**src/rtl/result_merge_fifo.sv**
```systemverilog
// result_merge_fifo
//   Buffers the result beats of two lanes in per-lane FIFOs and merges them
//   round-robin onto a single registered valid/ready output stream. Each lane
//   can be flushed independently, and beats that arrive at a full FIFO are
//   dropped and flagged.
//
// Optional feature: define RESULT_MERGE_STATS_EN to add the saturating per-lane
// drop counters drop_cnt_1/drop_cnt_2. When it is not defined those ports do not
// exist and all other behaviour is unchanged.
//
// Ports
//   clk, reset             clock, synchronous active-high reset
//   in_valid_N/in_data_N   lane N beat (one beat per high cycle)
//   in_flush_N             clear lane N FIFO and kill a pending lane N output beat
//   in_ready_N             lane N FIFO not full (0 while reset is high)
//   out_valid/out_data     registered output beat
//   out_src                0 = lane 1, 1 = lane 2
//   out_ready              consumer accepts when out_valid & out_ready
//   overflow_N             sticky: a lane N beat was dropped
//   drop_cnt_N             dropped-beat counters (RESULT_MERGE_STATS_EN only)
module result_merge_fifo #(
  parameter int unsigned DATA_W = 32,
  parameter int unsigned DEPTH  = 4,
  parameter int unsigned CNT_W  = 16
) (
  input  logic              clk,
  input  logic              reset,
  input  logic              in_valid_1,
  input  logic [DATA_W-1:0] in_data_1,
  input  logic              in_flush_1,
  input  logic              in_valid_2,
  input  logic [DATA_W-1:0] in_data_2,
  input  logic              in_flush_2,
  output logic              in_ready_1,
  output logic              in_ready_2,
  output logic              out_valid,
  output logic [DATA_W-1:0] out_data,
  output logic              out_src,
  input  logic              out_ready,
  output logic              overflow_1,
  output logic              overflow_2
`ifdef RESULT_MERGE_STATS_EN
  ,
  output logic [CNT_W-1:0]  drop_cnt_1,
  output logic [CNT_W-1:0]  drop_cnt_2
`endif
);

  localparam int unsigned AddrW = $clog2(DEPTH);
  localparam int unsigned PtrW  = AddrW + 1;

  if (DEPTH < 2 || (DEPTH & (DEPTH - 1)) != 0 || CNT_W == 0) begin : g_param_check
    $error("result_merge_fifo: DEPTH must be a power of 2 >= 2 and CNT_W nonzero");
  end

  // Lane index 0 is lane 1, index 1 is lane 2.
  logic [1:0]        in_valid, in_flush;
  logic [DATA_W-1:0] in_data   [2];
  logic [DATA_W-1:0] head_data [2];
  logic [1:0]        empty, full, push, drop, elig;

  logic [DATA_W-1:0] mem_q      [2][DEPTH];
  logic [PtrW-1:0]   wr_ptr_q   [2];
  logic [PtrW-1:0]   rd_ptr_q   [2];
  logic [1:0]        overflow_q;

  logic              out_valid_q;
  logic [DATA_W-1:0] out_data_q;
  logic              out_src_q;
  logic              last_q;     // lane served by the most recent load (1 = lane 2)

  logic              kill, load_slot, load, sel;
  logic [1:0]        pop;

  always_comb begin
    in_valid   = {in_valid_2, in_valid_1};
    in_flush   = {in_flush_2, in_flush_1};
    in_data[0] = in_data_1;
    in_data[1] = in_data_2;
    for (int i = 0; i < 2; i++) begin
      empty[i]     = (wr_ptr_q[i] == rd_ptr_q[i]);
      full[i]      = (wr_ptr_q[i][PtrW-1] != rd_ptr_q[i][PtrW-1]) &&
                     (wr_ptr_q[i][AddrW-1:0] == rd_ptr_q[i][AddrW-1:0]);
      // Push decision uses the full flag at the start of the cycle, so a
      // same-cycle pop never makes room for a push.
      push[i]      = in_valid[i] & ~in_flush[i] & ~full[i];
      drop[i]      = in_valid[i] & ~in_flush[i] & full[i];
      elig[i]      = ~empty[i] & ~in_flush[i];
      head_data[i] = mem_q[i][rd_ptr_q[i][AddrW-1:0]];
    end

    // A flush of the lane whose beat sits in the output register discards it,
    // and the register stays empty for that cycle regardless of out_ready.
    kill      = out_valid_q & in_flush[out_src_q];
    load_slot = (~out_valid_q | out_ready) & ~kill;
    sel       = (elig == 2'b11) ? ~last_q : elig[1];
    load      = load_slot & (|elig);
    pop       = 2'b00;
    if (load) pop[sel] = 1'b1;
  end

  always_ff @(posedge clk) begin
    if (reset) begin
      for (int i = 0; i < 2; i++) begin
        wr_ptr_q[i] <= '0;
        rd_ptr_q[i] <= '0;
      end
      overflow_q  <= 2'b00;
      out_valid_q <= 1'b0;
      out_data_q  <= '0;
      out_src_q   <= 1'b0;
      last_q      <= 1'b1;
    end else begin
      for (int i = 0; i < 2; i++) begin
        if (in_flush[i]) begin
          wr_ptr_q[i] <= '0;
          rd_ptr_q[i] <= '0;
        end else begin
          if (push[i]) wr_ptr_q[i] <= wr_ptr_q[i] + 1'b1;
          if (pop[i])  rd_ptr_q[i] <= rd_ptr_q[i] + 1'b1;
        end
        if (drop[i]) overflow_q[i] <= 1'b1;
      end

      if (kill) begin
        out_valid_q <= 1'b0;
      end else if (load_slot) begin
        out_valid_q <= |elig;
      end
      if (load) begin
        out_data_q <= head_data[sel];
        out_src_q  <= sel;
        last_q     <= sel;
      end
    end
  end

  // Storage needs no reset: the pointers define which entries are live.
  always_ff @(posedge clk) begin
    for (int i = 0; i < 2; i++) begin
      if (push[i]) mem_q[i][wr_ptr_q[i][AddrW-1:0]] <= in_data[i];
    end
  end

`ifdef RESULT_MERGE_STATS_EN
  logic [CNT_W-1:0] drop_cnt_q [2];

  always_ff @(posedge clk) begin
    for (int i = 0; i < 2; i++) begin
      if (reset) begin
        drop_cnt_q[i] <= '0;
      end else if (drop[i] && (drop_cnt_q[i] != {CNT_W{1'b1}})) begin
        drop_cnt_q[i] <= drop_cnt_q[i] + 1'b1;
      end
    end
  end

  assign drop_cnt_1 = drop_cnt_q[0];
  assign drop_cnt_2 = drop_cnt_q[1];
`endif

  assign in_ready_1 = ~reset & ~full[0];
  assign in_ready_2 = ~reset & ~full[1];
  assign out_valid  = out_valid_q;
  assign out_data   = out_data_q;
  assign out_src    = out_src_q;
  assign overflow_1 = overflow_q[0];
  assign overflow_2 = overflow_q[1];

endmodule

```
**config.mk**
```make
export PLATFORM = sky130hd
export DESIGN_NAME = result_merge_fifo
export DESIGN_NICKNAME = d
export VERILOG_FILES = /design/src/rtl/result_merge_fifo.sv
export SDC_FILE = /design/constraint.sdc
export NUM_CORES = 1
export LEC_CHECK = 0
export ABC_CLOCK_PERIOD_IN_PS = 2700
export CELL_PAD_IN_SITES_DETAIL_PLACEMENT = 0
export CELL_PAD_IN_SITES_GLOBAL_PLACEMENT = 1
export CORE_ASPECT_RATIO = 1.75
export CORE_MARGIN = 5
export CORE_UTILIZATION = 50
export DETAILED_ROUTE_END_ITERATION = 12
export DONT_BUFFER_PORTS = 1
export PLACE_DENSITY_LB_ADDON = 0.1
export SLEW_MARGIN = 20
export SYNTH_ARGS = -nofsm -noshare
export SYNTH_HDL_FRONTEND = slang
export SYNTH_SLANG_ARGS = --single-unit
export TNS_END_PERCENT = 30
```
**constraint.sdc**
```tcl
create_clock -name clk -period 2.7 [get_ports clk]
set_input_delay 0.54 -clock clk [delete_from_list [all_inputs] [get_ports clk]]
set_output_delay 0.54 -clock clk [all_outputs]
set_load 0.01 [all_outputs]
```
### Yosys cells after proc, flatten, opt, wreduce, memory -nomap -nowiden

Memory sizes are Yosys's and may differ from the RTL's.
Cells that the tools add are included.

| word-level totals | value |
|---|---|
| flip-flop bits (word level) | 37 |
| bits in latches | 0 |
| memory bits (writable) | 268 |
| bits in read-only memories | 0 |
| input bits | 71 |
| output and inout port bits | 38 |
| logic and storage cells | 127 |
| memories kept | 3 |

| operators by class | value |
|---|---|
| add/subtract/negate cells | 4 |
| multipliers | 0 |
| divide/modulo/power cells | 0 |
| magnitude comparators | 10 |
| equal/unequal tests | 7 |
| shift operators | 0 |
| multiplexer cells | 53 |
| bitwise logic cells | 37 |
| reduce and logical (&&, ||, !) cells | 7 |

Memory list:

| name | words | width | read ports | clocked after memory_dff | wr ports | line | source |
|---|---|---|---|---|---|---|---|
| mem_q | 2 | 128 | 2 | 0 | 2 | 62 | `logic [DATA_W-1:0] mem_q [2][DEPTH];` |
| rd_ptr_q | 2 | 3 | 2 | 0 | 2 | 64 | `logic [PtrW-1:0] rd_ptr_q [2];` |
| wr_ptr_q | 2 | 3 | 2 | 0 | 2 | 63 | `logic [PtrW-1:0] wr_ptr_q [2];` |

Operators with widths:

| kind | count |
|---|---|
| two-way mux 32 bit | 9 |
| two-way mux 128 bit | 2 |
| binary-select mux 32 bit (select 2 bit) | 2 |
| demux 32 bit (select 2 bit) | 2 |
| two-way mux 1 bit | 28 |
| two-way mux 3 bit | 8 |
| bitwise AND 1 bit | 13 |
| adder 3 x 1 -> 3 bit, second input constant | 4 |
| greater-or-equal comparator 3 bit, second input constant | 4 |
| inverter 2 -> 3 bit | 4 |
| inverter 1 bit | 10 |
| bitwise OR 1 bit | 9 |
| equality test 3 bit | 2 |
| less-than comparator 3 x 1 -> 1 bit, second input constant | 2 |
| logical AND 1 bit | 5 |
| equality test 2 bit | 2 |
| less-than comparator 1 x 2 -> 1 bit, second input constant | 2 |
| OR reduction 2 bit | 2 |
| equality test 2 bit, second input constant | 1 |
| greater-or-equal comparator 2 bit, second input constant | 1 |
| two-way mux 2 bit | 1 |
| != test 1 bit | 2 |
| inverter 1 -> 2 bit | 1 |
| demux 1 bit (select 1 bit) | 1 |
| greater-or-equal comparator 1 bit, second input constant | 1 |

### Depth between registers and ports, before layout

| logic depth | value |
|---|---|
| word-level depth | 15 |
| mapped depth | 8 |
| gate-level depth less buffers | 5 |

### Least setup slack after synthesis

No wires, ideal clock.

| timing path | value |
|---|---|
| kind | register to register |
| from | memory rd_ptr_q[0][0] (netlist name) |
| to | memory mem_q[0][64] (netlist name), enable pin |
| setup time | 0.392 ns |
| arrival | 1.986 ns |
| required time | 2.308 ns |
| setup slack | 0.322 ns |
| cell stages (with the launch flop) | 7 |
| buffers on the path | 1 |
| period minus slack after synthesis | 2.378 ns |
| path through | edfxtp_1 -> buf_4 -> xnor2_1 -> nand2_1 -> nor2_1 -> nor3b_1 -> and2_1 |

RTL lines:

| item | line |
|---|---|
| start: declaration | 64 |
| end: declaration | 62 |

==> results.toml <==
[placed_design]
placement.io_buffers = 0
hpwl_um = 15700
routabilityCongestion = 0.785

[synth]
synthSimpleGateAreaFrac_pct = 3.23
synthesis.area_per_instance_um2 = 20.1
synth_top_area_cell = "sky130_fd_sc_hd__edfxtp_1"
synth-compound-area-share_pct = 4.21
synth_mux_area_share_pct = 12.6
post_synth_inst_count = 571
main_combinational_cell_family_by_area_after_synthesis = "multiplexers"
synth_ff_type = "sky130_fd_sc_hd__edfxtp_1"
synthArstFlopShare_pct = 0
synth.yosys.seq_area_share_pct = 76.4
synth_adder_area_share_pct = 1.09
synth-edff-count = 268
synth_nets = 652
netlist-cell-type-count = 37
ys_seq_elements = 305
netlist.area_leader.share_pct = 70.0
synth.top_cells.by_area = "sky130_fd_sc_hd__edfxtp_1 (70%), sky130_fd_sc_hd__mux4_2 (13%), sky130_fd_sc_hd__dfxtp_1 (6.4%), sky130_fd_sc_hd__a22oi_1 (1.4%), sky130_fd_sc_hd__ha_1 (1.1%)"
syn-cell-area_um2 = 11500
synth-warning-count = 0
synth-xor-area-share_pct = 0.762

[timing]
worst_max_slew_pin_slew_ns = 0.735
relSlewSlack_pct = 50.6
setup_viol_count_final = 0
fin_crit_sh_pct = 85.1
finalClockSkew_ns = 0.0117
post-route-min-period_ns = 2.30
timing_hold_violations_final = 0
timing.setup.tns_ns = 0
rsz0062_at_grt = "false"
maxClockFrequency_mhz = 435
holdWs_ns = 0.0795
slew_viol_final = 0

[cts]
maximum_clock_path_buffer_count = 3
cts.sink_count = 305
holdBufCountCts = 0
numCtsBuffers = 26
ctsRootBufferMaster = "sky130_fd_sc_hd__clkbuf_16"
path_clk_slew_ns = 0.07
htree_num_levels = 1
cts_tree = "done"
cts_setup_buffers = 0
cts-resized-gates = 0
clkLatencyLatePin_ns = 0.53

[drt]
vias = 5183
detail_route.iter0.violations = 320
route.detailed.drc = 0
avgRoutedWirePerCell_um = 26.1
remaining_antenna_violation_count = 0
wirelength_um = 23600
routed_via_density = 5.73
drt_pass1_iterations = 4

[cells_and_area]
drive_gt1_share_pct = 21.0
mostFrequentLayoutCell = "sky130_fd_sc_hd__edfxtp_1"
seqCellArea_um2 = 8790
fillers = 1711
n_antenna_cell = 0
area_growth_syn_to_layout_pct = 12.6
number_of_nets_at_the_end_of_the_flow = 665
most-common-layout-cells = "sky130_fd_sc_hd__edfxtp_1 (268), sky130_fd_sc_hd__mux4_2 (64), sky130_fd_sc_hd__dfxtp_1 (37)"
multiInputGateArea_um2 = 2520

[pwr]
seq_power_share_pct = 50.9
power.internal_w = 0.00856
cellPowerDensity_nw_per_um2 = 846
combPwrFrac_pct = 10.1
cellLeakagePower_nw = 4.11
net-switching-power_w = 0.00241
power_frac_clock_pct = 38.9
max-vdd-ir-drop_v = 0.000682
switching_share_pct = 21.9

[die]
coreArea_um2 = 22700
die-area_um2 = 26300
start_util_pct = 50.6
die_width_um = 125
placementRows = 73
chipHeight_um = 211
design.portCount = 109

[grt]
grt_antenna_before_repair = 0
grt_overflow = 0
groute.usage.overall_pct = 18.1
number_of_global_route_vias_before_repair = 5606
grt_max_degree = 37
wire_length_of_the_first_global_routing_pass_um = 35400

[setup_path]
worst-r2r-cell-count = 5
critPathLaunchType = "flop"
crit_path_max_fanout = 5
worst_case_register_to_register_setup_slack_ns = 0.49
critPathKind = "reg -> out"
timing.critical_path.to_type = "output pin"
worst-endpoint-required_ns = 2.16
cp_data_arrival_time_ns = 1.76
crit-reg2reg-capture = "out_data[5]"
critical_path.reg2reg.startpoint = "wr_ptr_q[0][0]"

[worst_hold_path]
min_delay_worst_endpoint = "overflow_q[1]"
hold_path.startpoint = "reset"
min_delay_path_depth = 1
hold_path.class = "in -> reg"

[flow_run]
timing.max_cap.violations = 0

[status]
status = "finished, final reports clean"
[stage by stage]
step	instance area, um^2	power, W	worst slack [ns]	utilization, %	cells
after floorplan	11500	0.00647	0.322	-	571
after global placement	11900	0.00681	0.503	52.5	856
after detailed placement	11900	0.00684	0.503	52.5	856
after CTS	13000	0.0111	0.363	57.0	904
after global routing	13000	0.0114	0.277	57.0	904
final	13000	0.0110	0.403	57.0	904
[cells by family (layout without fill, tap and decap cells)]
| group | after synthesis | in the layout |
|---|---|---|
| flops | 305 | 305 |
| buf+inv | 39 | 72 |
| simple gates | 73 | 73 |
| compound gates | 69 | 69 |
| xor+xnor | 10 | 10 |
| mux | 65 | 65 |
| fa+ha+maj | 10 | 10 |
[cells in the mapped netlist (2+ instances only)]
cell type and instances:
sky130_fd_sc_hd__and2_1 9, sky130_fd_sc_hd__nor3b_1 2, sky130_fd_sc_hd__xnor2_1 10, sky130_fd_sc_hd__edfxtp_1 268
sky130_fd_sc_hd__ha_1 10, sky130_fd_sc_hd__dfxtp_1 37, sky130_fd_sc_hd__a31oi_1 4, sky130_fd_sc_hd__clkbuf_1 12
sky130_fd_sc_hd__buf_6 3, sky130_fd_sc_hd__a221o_1 10, sky130_fd_sc_hd__and3_1 4, sky130_fd_sc_hd__nor3_1 4
sky130_fd_sc_hd__mux4_2 64, sky130_fd_sc_hd__buf_2 12, sky130_fd_sc_hd__inv_1 8, sky130_fd_sc_hd__buf_4 2
sky130_fd_sc_hd__or3_1 2, sky130_fd_sc_hd__nand3_1 3, sky130_fd_sc_hd__nand2_1 26, sky130_fd_sc_hd__nor2b_1 10
sky130_fd_sc_hd__a211oi_1 2, sky130_fd_sc_hd__o211ai_1 2, sky130_fd_sc_hd__nor2_1 10, sky130_fd_sc_hd__o21ai_1 2
sky130_fd_sc_hd__a21oi_1 22, sky130_fd_sc_hd__a22oi_1 22
[worst max path at each step]
stage | cells past startpoint | from | end | slack (ns)
5_1_grt | 4 | wr_ptr_q[1][0] | in_ready_2 | 0.28
2_1_floorplan | 6 | rd_ptr_q[0][0] | mem_q[0][64] | 0.32
6_report | 4 | wr_ptr_q[1][0] | in_ready_2 | 0.40
3_3_place_gp | 5 | in_flush_2 | out_data[5] | 0.50
4_1_cts | 4 | wr_ptr_q[1][0] | in_ready_2 | 0.36
3_5_place_dp | 5 | in_flush_2 | out_data[5] | 0.50
[flip-flops by register name, summed over array words and instances (netlist names)]
register / count
mem_q: 256
out_data: 32
rd_ptr_q: 6
wr_ptr_q: 6
overflow_q: 2
last_q: 1
out_src: 1
out_valid: 1
[area by class of cell]
cell class | count | share of cell area (%)
multi-input combinational | 227 | 19.5
timing repair buffer | 15 | 1.74
clock buffer | 33 | 5.62
clock inverter | 15 | 2.13
tap | 300 | 2.90
sequential | 305 | 67.9
inverter | 9 | 0.261
[power groups by stage]
stage | logic (W) | registers, W | clock network (W)
2_1_floorplan | 0.000846 | 0.00562 | 0
3_3_place_gp | 0.00113 | 0.00568 | 0
3_5_place_dp | 0.00115 | 0.00569 | 0
4_1_cts | 0.00115 | 0.00559 | 0.00439
5_1_grt | 0.00122 | 0.00561 | 0.00457
6_report | 0.00111 | 0.00559 | 0.00427
[critical path: stages, from the launching register on]
cell and delay [ns]:
sky130_fd_sc_hd__edfxtp_1 0.49, sky130_fd_sc_hd__xnor2_1 0.31, sky130_fd_sc_hd__nand2_1 0.11, sky130_fd_sc_hd__nor2_1 0.18
sky130_fd_sc_hd__nor2_1 0.13
[per-layer routing]
metal	global-route usage [%]	routed length, um	part of all wire, %
met4	6.17	666	2.8
met2	33.9	13300	56
met3	7.26	2130	9.0
met1	18.1	7540	32
met5	0	0	0
(Power assumes the default switching activity.)
